File: src/rtl/serial_arith_pkg.sv
// -----------------------------------------------------------------------------
// serial_arith_pkg
// Shared definitions for the bit-serial arithmetic blocks.
//   state_t   : sequencer states (IDLE, RUN, DONE)
//   WIDTH_DEF : default operand width of the serial adder
// -----------------------------------------------------------------------------
package serial_arith_pkg;

    localparam int WIDTH_DEF = 8;

    typedef enum logic [1:0] {
        IDLE = 2'd0,
        RUN  = 2'd1,
        DONE = 2'd2
    } state_t;

endpackage

File: src/rtl/serial_add_ctrl_fa_cell.sv
// -----------------------------------------------------------------------------
// fa_cell
// Purely combinational 1-bit full adder, the only arithmetic in the serial adder.
// Ports:
//   a, b : operand bits
//   ci   : carry in
//   s    : sum bit      (a ^ b ^ ci)
//   co   : carry out    (majority of a, b, ci)
// -----------------------------------------------------------------------------
module fa_cell (
    input  logic a,
    input  logic b,
    input  logic ci,
    output logic s,
    output logic co
);

    assign s  = a ^ b ^ ci;
    assign co = (a & b) | (a & ci) | (b & ci);

endmodule

File: src/rtl/serial_add_ctrl.sv
// -----------------------------------------------------------------------------
// serial_add_ctrl
// Bit-serial adder sequencer. One full-adder cell is reused across WIDTH bit
// positions, LSB first, one bit per clock, with the carry held in a flop.
// Result = (a + b + cin) mod 2^WIDTH plus carry out of the top bit.
// Latency accept -> result is WIDTH cycles; one op per WIDTH+2 cycles max.
// Ports:
//   clk, rst_n          : clock, asynchronous active-low reset
//   in_valid / in_ready : operand handshake (in_ready high only in IDLE)
//   a, b, cin           : operands, sampled only at the accept edge
//   out_valid/out_ready : result handshake (out_valid high only in DONE)
//   sum, cout           : result, held stable while out_valid is high
//   busy                : high in RUN or DONE
// All outputs come from registers or a decode of the state register.
// -----------------------------------------------------------------------------
module serial_add_ctrl
    import serial_arith_pkg::*;
#(
    parameter int WIDTH = WIDTH_DEF
) (
    input  logic             clk,
    input  logic             rst_n,
    input  logic             in_valid,
    output logic             in_ready,
    input  logic [WIDTH-1:0] a,
    input  logic [WIDTH-1:0] b,
    input  logic             cin,
    output logic             out_valid,
    input  logic             out_ready,
    output logic [WIDTH-1:0] sum,
    output logic             cout,
    output logic             busy
);

    // Sized so that WIDTH=1 still gets a 1-bit counter.
    localparam int              CNT_W = $clog2(WIDTH + 1);
    localparam logic [CNT_W-1:0] LAST = CNT_W'(WIDTH - 1);

    state_t           state;
    state_t           state_nxt;
    logic             accept;
    logic             last_bit;

    logic [WIDTH-1:0] a_sh;
    logic [WIDTH-1:0] b_sh;
    logic [WIDTH-1:0] sum_sh;
    logic [WIDTH-1:0] sum_nxt;
    logic             carry;
    logic [CNT_W-1:0] cnt;

    logic             fa_s;
    logic             fa_co;

    fa_cell u_fa (
        .a  (a_sh[0]),
        .b  (b_sh[0]),
        .ci (carry),
        .s  (fa_s),
        .co (fa_co)
    );

    assign last_bit = (cnt == LAST);

    // New sum bit enters at the MSB so that after WIDTH shifts bit 0 sits at
    // the LSB. A 1-bit sum register simply takes the cell output.
    generate
        if (WIDTH == 1) begin : g_sum_w1
            assign sum_nxt = fa_s;
        end else begin : g_sum_wn
            assign sum_nxt = {fa_s, sum_sh[WIDTH-1:1]};
        end
    endgenerate

    // FSM state register
    always_ff @(posedge clk or negedge rst_n) begin
        if (!rst_n) begin
            state <= IDLE;
        end else begin
            state <= state_nxt;
        end
    end

    // FSM next state; in_valid only matters in IDLE, so operands arriving
    // during RUN/DONE are dropped rather than queued.
    always_comb begin
        state_nxt = state;
        accept    = 1'b0;
        case (state)
            IDLE: begin
                if (in_valid) begin
                    accept    = 1'b1;
                    state_nxt = RUN;
                end
            end
            RUN: begin
                if (last_bit) begin
                    state_nxt = DONE;
                end
            end
            DONE: begin
                if (out_ready) begin
                    state_nxt = IDLE;
                end
            end
            default: state_nxt = IDLE;
        endcase
    end

    // Operand shifters, carry flop, bit counter and sum accumulator
    always_ff @(posedge clk or negedge rst_n) begin
        if (!rst_n) begin
            a_sh   <= '0;
            b_sh   <= '0;
            sum_sh <= '0;
            carry  <= 1'b0;
            cnt    <= '0;
        end else if (accept) begin
            a_sh   <= a;
            b_sh   <= b;
            sum_sh <= '0;
            carry  <= cin;
            cnt    <= '0;
        end else if (state == RUN) begin
            a_sh   <= a_sh >> 1;
            b_sh   <= b_sh >> 1;
            sum_sh <= sum_nxt;
            carry  <= fa_co;
            cnt    <= cnt + CNT_W'(1);
        end
    end

    assign in_ready  = (state == IDLE);
    assign out_valid = (state == DONE);
    assign busy      = (state != IDLE);
    assign sum       = sum_sh;
    assign cout      = carry;

    // Handshake sanity properties
    a_no_ready_and_valid: assert property (@(posedge clk) disable iff (!rst_n)
        !(in_ready && out_valid));

    a_result_stable: assert property (@(posedge clk) disable iff (!rst_n)
        (state == DONE && !out_ready) |=> ($stable(sum) && $stable(cout) && out_valid));

    a_cnt_in_range: assert property (@(posedge clk) disable iff (!rst_n)
        (state == RUN) |-> (cnt <= LAST));

endmodule

File: config.mk
export PLATFORM = sky130hd
export DESIGN_NAME = serial_add_ctrl
export DESIGN_NICKNAME = d
export VERILOG_FILES = /design/src/rtl/serial_arith_pkg.sv /design/src/rtl/serial_add_ctrl_fa_cell.sv /design/src/rtl/serial_add_ctrl.sv
export SDC_FILE = /design/constraint.sdc
export NUM_CORES = 1
export LEC_CHECK = 0
export ABC_CLOCK_PERIOD_IN_PS = 2200
export CAP_MARGIN = 20
export CORE_UTILIZATION = 52
export CTS_CLUSTER_SIZE = 28
export DETAILED_ROUTE_END_ITERATION = 12
export GPL_ROUTABILITY_DRIVEN = 0
export HOLD_SLACK_MARGIN = 0.08
export MAX_ROUTING_LAYER = met4
export PLACE_DENSITY = 0.85
export RECOVER_POWER = 25
export SYNTH_ARGS = -nofsm -noshare
export SYNTH_HDL_FRONTEND = slang
export SYNTH_SLANG_ARGS = --single-unit
File: constraint.sdc
create_clock -name clk -period 2.2 [get_ports clk]
set_input_delay 0.33 -clock clk [delete_from_list [all_inputs] [get_ports clk]]
set_output_delay 0.33 -clock clk [all_outputs]
set_load 0.1 [all_outputs]
==> impl_metrics.toml, run 1 <==
[status]
outcome = "finished, final reports clean"

[setup_path]
cp-end-kind = "output pin"
cp.depth = 3
rr_worst_depth = 3
critPathBufInv = 2
reg2reg_setup_slack_ns = 0.78
worstSetupStartpoint = "state[0]"
arrival_ns = 1.38
worstSetupPathType = "reg -> out"
crit_path_top_delay_cell = "dfrtp_1"
critical-path-max-stage-delay_ns = 0.45
required_ns = 1.87
cp_top_family = "flip-flops"
path_cells = "or2_2, inv_1, buf_12"
rr_startpoint = "state[0]"
critPathMaxFanout = 6
start_kind = "register"
r2r_end = "cnt[2]"
cp-endpoint = "in_ready"

[sta]
fin_crit_sh = 0.776
fmax_mhz = 586
tightest_slew_ns = 0.750
setup_violations = 0
finalCriticalPeriod_ns = 1.71
slew_headroom = 0.500
skew_ns = 0.0107
fin_tns_setup_ns = 0
rsz0062_at_grt = "false"
hold_viol = 0
drv_slew = 0

[clock_network]
cts_hold_buf = 0
root_buffer = "clkbuf_4"
cts_buffers = 5
clk_latency_ns = 0.32
cts_buffer_depth = 2
clkTransAtPathRegs_ns = 0.09
cts_resized = 0
cts_sinks = 31
cts_tree = "done"
h-tree-depth = 2
post_cts_buffers = 0

[detailed_routing]
drt_iter0_drc = 13
vias = 1076
ant_nets = 0
wire_per_inst_um = 12.6
drt_pass1_iterations = 4
routed_wl_um = 2560
vias_per_cell = 5.30
drc = 0

[cells_and_area]
antenna_cells = 0
nNetsFinal = 196
syn_to_final_growth_pct = 27.4
fin_area_mm2 = 0.00172
fillCellCount = 218
drive_gt1_frac = 0.150

[placed_design]
io_buffers = 32
placed_area_mm2 = 0.00167
place_hpwl_um = 1730

[synth]
ys_ff_latch = 31
synth_warnings = 0
seq_area_frac_synth = 0.573
syn_inst = 139
synth_area_per_cell_um2 = 9.74
netlist_area_mm2 = 0.00135
synth_cell_types = 21
synth_nets = 162

[run]
cap_viol_max_count = 0

[floorplan]
dieWidth_um = 53.0
fp.coreArea_mm2 = 0.00248
top_level_ports = 33
dieArea_mm2 = 0.00281
start_util = 0.546
die_y_um = 53.0
fp-row-count = 18

[global_route]
grt_pass1_wl_um = 4310
grt_overflow = 0
grt_use_total = 0.224
grt_pass1_vias = 1046
grt_max_degree = 32
antenna_found_initial = 0

[power_and_ir_drop]
pwr_density_cell_mw_per_mm2 = 1600
ir_drop_mv = 1.53
p_leak_nw = 0.847

[min_path]
min_path_type = "reg -> reg"
## registers in the layout, summed over array words and instances (netlist names)
name and count:
cout 1, state 2, sum 8, b_sh 8, cnt 4, a_sh 8
## synthesized netlist by cell type
| cell | number | area [um^2] |
|---|---|---|
| nand2_1 | 54 | 203 |
| dfrtp_1 | 31 | 776 |
| a22oi_1 | 15 | 113 |
| o21ai_0 | 13 | 65.1 |
| buf_4 | 4 | 30.0 |
| nand2b_1 | 4 | 25.0 |
| buf_2 | 3 | 15.0 |
| inv_1 | 2 | 7.51 |
| a21o_1 | 1 | 7.51 |
| clkbuf_1 | 1 | 3.75 |
| fa_1 | 1 | 20.0 |
| ha_1 | 1 | 12.5 |
| mux2i_1 | 1 | 10.0 |
| nand4_1 | 1 | 6.26 |
| nor2b_1 | 1 | 6.26 |
| nor3b_1 | 1 | 7.51 |
| nor3b_2 | 1 | 12.5 |
| o21bai_1 | 1 | 7.51 |
| o21bai_2 | 1 | 11.3 |
| o32ai_1 | 1 | 8.76 |
| or2_2 | 1 | 6.26 |
## worst register-to-register path, stage by stage (launching register included)
cell and delay [ns]:
dfrtp_1 0.45, o21bai_2 0.57, o21bai_1 0.21, a21o_1 0.13
## cells in the final DEF, fill, tap and decap left out
cell | synthesis | final
nand2_1 | 54 | 54
dfrtp_1 | 31 | 31
clkdlybuf4s50_1 | 0 | 19
a22oi_1 | 15 | 15
o21ai_0 | 13 | 13
buf_4 | 4 | 13
clkbuf_4 | 0 | 5
nand2b_1 | 4 | 4
inv_1 | 2 | 2
or2_2 | 1 | 1
nor2b_2 | 0 | 1
nor3b_2 | 1 | 1
o21bai_2 | 1 | 1
nand4_1 | 1 | 1
mux2i_1 | 1 | 1
o21bai_1 | 1 | 1
nor3b_1 | 1 | 1
a21o_1 | 1 | 1
o32ai_1 | 1 | 1
fa_1 | 1 | 1
ha_1 | 1 | 1
clkbuf_8 | 0 | 1
clkinv_2 | 0 | 1
dlygate4sd3_1 | 0 | 1
buf_12 | 0 | 1
clkbuf_2 | 0 | 1
## power breakdown
part	switching [W]	internal [W]	total (W)
registers	0.000165	0.000807	0.000972
logic	0.00105	0.000400	0.00145
clock network	0.000187	0.000148	0.000334
## routing by layer
metal / up-vias / routed length [um] / global-route usage / part of all wire
met2: 27 / 1260 / 0.382 / 0.49
met5: - / 0 / - / 0
li1: 532 / - / - / -
met3: 6 / 115 / 0.0776 / 0.045
met1: 511 / 1160 / 0.245 / 0.45
met4: 0 / 31 / 0.0658 / 0.012
## worst min path at each step
stage | start | to | slack, ns | depth (start not counted)
after floorplan | rst_n | a_sh[0] | 0.03 | 0
after global placement | a_sh[3] | a_sh[3] | 0.46 | 2
after detailed placement | b_sh[1] | b_sh[1] | 0.46 | 2
after CTS | rst_n | sum[3] | 0.40 | 2
after global routing | b_sh[5] | b_sh[5] | 0.51 | 2
final | b_sh[1] | b_sh[1] | 0.48 | 2
## cells by family after synthesis
group / after synthesis / share of synthesized area
simple gates: 63 / 0.197
compound gates: 32 / 0.157
flops: 31 / 0.573
buf+inv: 10 / 0.0416
fa+ha+maj: 2 / 0.0240
mux: 1 / 0.00739
## metrics by stage
stage / setup slack (ns) / utilization / hold slack [ns] / total power (W) / instances
4_1_cts: 0.483 / 0.697 / 0.399 / 0.00278 / 203
3_5_place_dp: 0.507 / 0.674 / 0.463 / 0.00245 / 196
6_report: 0.494 / 0.696 / 0.480 / 0.00276 / 203
5_1_grt: 0.424 / 0.696 / 0.512 / 0.00295 / 203
2_1_floorplan: 0.236 / - / 0.0344 / 0.00211 / 139
3_3_place_gp: 0.531 / 0.674 / 0.460 / 0.00240 / 196
## layout make-up
cell class / instances / area [um^2] / share of cell area
Clock buffer: 6 / 51.3 / 0.0298
Clock inverter: 1 / 5.00 / 0.00290
Inverter: 2 / 7.51 / 0.00435
Multi-Input combinational cell: 98 / 524 / 0.304
Sequential cell: 31 / 776 / 0.450
Tap cell: 30 / 37.5 / 0.0218
Timing Repair Buffer: 35 / 323 / 0.187
(Power assumes the default switching activity.)
==> run 2: changes to the inputs <==
--- a/config.mk
+++ b/config.mk
@@ -5,15 +5,15 @@
 export SDC_FILE = /design/constraint.sdc
 export NUM_CORES = 1
 export LEC_CHECK = 0
-export ABC_CLOCK_PERIOD_IN_PS = 2200
+export ABC_CLOCK_PERIOD_IN_PS = 1440
 export CAP_MARGIN = 20
-export CORE_UTILIZATION = 52
+export CORE_UTILIZATION = 43
 export CTS_CLUSTER_SIZE = 28
 export DETAILED_ROUTE_END_ITERATION = 12
 export GPL_ROUTABILITY_DRIVEN = 0
 export HOLD_SLACK_MARGIN = 0.08
 export MAX_ROUTING_LAYER = met4
-export PLACE_DENSITY = 0.85
+export PLACE_DENSITY = 0.76
 export RECOVER_POWER = 25
 export SYNTH_ARGS = -nofsm -noshare
 export SYNTH_HDL_FRONTEND = slang
==> constraint.sdc (replaced) <==
create_clock -name clk -period 1.44 [get_ports clk]
set_input_delay 0.216 -clock clk [delete_from_list [all_inputs] [get_ports clk]]
set_output_delay 0.216 -clock clk [all_outputs]
set_load 0.1 [all_outputs]
==> impl_metrics.toml, run 2 (synthesis results as in run 1) <==
[clock_network]
cts_sinks = 31
cts_hold_buf = 0
cts_buffer_depth = 2
root_buffer = "clkbuf_4"
cts_buffers = 5
h-tree-depth = 2
clkTransAtPathRegs_ns = 0.10
cts_tree = "done"
clk_latency_ns = 0.32

[status]
outcome = "complete, but fails checks"
violations = "setup timing"

[detailed_routing]
drc = 0
drt_iter0_drc = 23
vias_per_cell = 5.06
wire_per_inst_um = 12.1
routed_wl_um = 2710
vias = 1128
ant_nets = 0
drt_pass1_iterations = 5

[sta]
slew_headroom = 0.502
tightest_slew_ns = 0.748
drv_slew = 0
fin_tns_setup_ns = -0.0786
rsz0062_at_grt = "true"
skew_ns = 0.00625
fin_crit_sh = 1.04
finalCriticalPeriod_ns = 1.49
setup_ws_ns = -0.0507
fmax_mhz = 671
hold_viol = 0
setup_violations = 2

[min_path]
min_path_type = "in -> reg"

[setup_path]
cp-end-kind = "output pin"
worstSetupPathType = "reg -> out"
start_kind = "register"
critPathMaxFanout = 3
arrival_ns = 1.27
required_ns = 1.22

[power_and_ir_drop]
pwr_density_cell_mw_per_mm2 = 2490
p_leak_nw = 0.933
power.total_w = 0.00493
ir_drop_mv = 0.968

[floorplan]
die_y_um = 58.1
start_util = 0.471
dieArea_mm2 = 0.00338
fp.coreArea_mm2 = 0.00288
dieWidth_um = 58.1
top_level_ports = 33
fp-row-count = 19

[placed_design]
place_hpwl_um = 1950
placed_area_mm2 = 0.00186
io_buffers = 32

[cells_and_area]
fin_util = 0.688
fin_area_mm2 = 0.00198
antenna_cells = 0
drive_gt1_frac = 0.210
nNetsFinal = 203
fillCellCount = 215
mostFrequentLayoutCell = "nand2_1"
syn_to_final_growth_pct = 46.2
layout.cells.most_common_list = "nand2_1, dfrtp_1, clkdlybuf4s50_1, a22oi_1, o21ai_0"

[global_route]
grt_use_total = 0.186
grt_pass1_wl_um = 4570
grt_pass1_vias = 1062
grt_max_degree = 32
antenna_found_initial = 0
grt_overflow = 0

[run]
cap_viol_max_count = 0
[run 2: changes by cell type in the layout (fill, tap and decap cells not counted), sizes merged]
cell      change
buf           +7
bufinv        +1
clkinvlp      +1
inv           -1
[run 2: where the power goes]
part	switching, W	internal [W]	total, W
combinational	0.00165	0.00103	0.00268
sequential	0.000305	0.00124	0.00154
clock	0.000294	0.000410	0.000704
[run 2: what timing repair did]
| item | 4_1_cts | 5_1_grt |
|---|---|---|
| setup endpoints to repair | 3 | 2 |
| gates resized for setup | 5 | 1 |
| buffers inserted | 3 | 0 |
| pin swaps | 1 | 0 |
[run 2: through the flow]
step | instances | worst slack [ns] | hold slack [ns]
2_1_floorplan | 139 | -0.276 | -0.0796
3_3_place_gp | 212 | 0.0579 | 0.460
3_5_place_dp | 212 | 0.0331 | 0.467
4_1_cts | 223 | -0.0543 | 0.281
5_1_grt | 223 | -0.0894 | 0.455
6_report | 223 | -0.0507 | 0.443
[run 2: final cells by class]
cell class                      instances  area (um^2)  area share
Tap cell                               42         52.6      0.0265
Inverter                                2         13.8     0.00695
Sequential cell                        31          778       0.393
Clock inverter                          2         35.0      0.0177
Multi-Input combinational cell         98          532       0.269
Clock buffer                            6         51.3      0.0259
Timing Repair Buffer                   42          517       0.261
[run 2: per-layer routing]
metal / track usage / share of wire / wire, um / vias to the layer above
met3: 0.0469 / 0.053 / 144 / 4
met2: 0.286 / 0.48 / 1300 / 37
li1: - / - / - / 548
met1: 0.239 / 0.45 / 1230 / 539
met4: 0.0714 / 0.012 / 33 / 0
met5: - / 0 / 0 / -
[run 2: final timing paths]
kind	from	end	slack, ns	cells after the start
max	state[0]	in_ready	-0.05	3
max reg2reg	state[1]	sum[1]	0.13	5
min reg2reg	b_sh[3]	b_sh[3]	0.49	2
max in group asynchronous	rst_n	cout	0.45	2
min	out_ready	state[1]	0.44	2
min in group asynchronous	rst_n	state[1]	0.48	2
[run 2: critical path, stage by stage, from the launching register on]
cell	delay, ns
dfrtp_2	0.44
or2_4	0.26
clkinvlp_4	0.09
buf_12	0.16
==> run 3: changes to the inputs <==
--- a/config.mk
+++ b/config.mk
@@ -6,9 +6,9 @@
 export NUM_CORES = 1
 export LEC_CHECK = 0
 export ABC_CLOCK_PERIOD_IN_PS = 1440
-export CAP_MARGIN = 20
+export CAP_MARGIN = 25
 export CORE_UTILIZATION = 43
-export CTS_CLUSTER_SIZE = 28
+export CTS_CLUSTER_SIZE = 24
 export DETAILED_ROUTE_END_ITERATION = 12
 export GPL_ROUTABILITY_DRIVEN = 0
 export HOLD_SLACK_MARGIN = 0.08
==> results of run 3 <==
The final DEF is identical to that of run 2; final timing and power are the same.
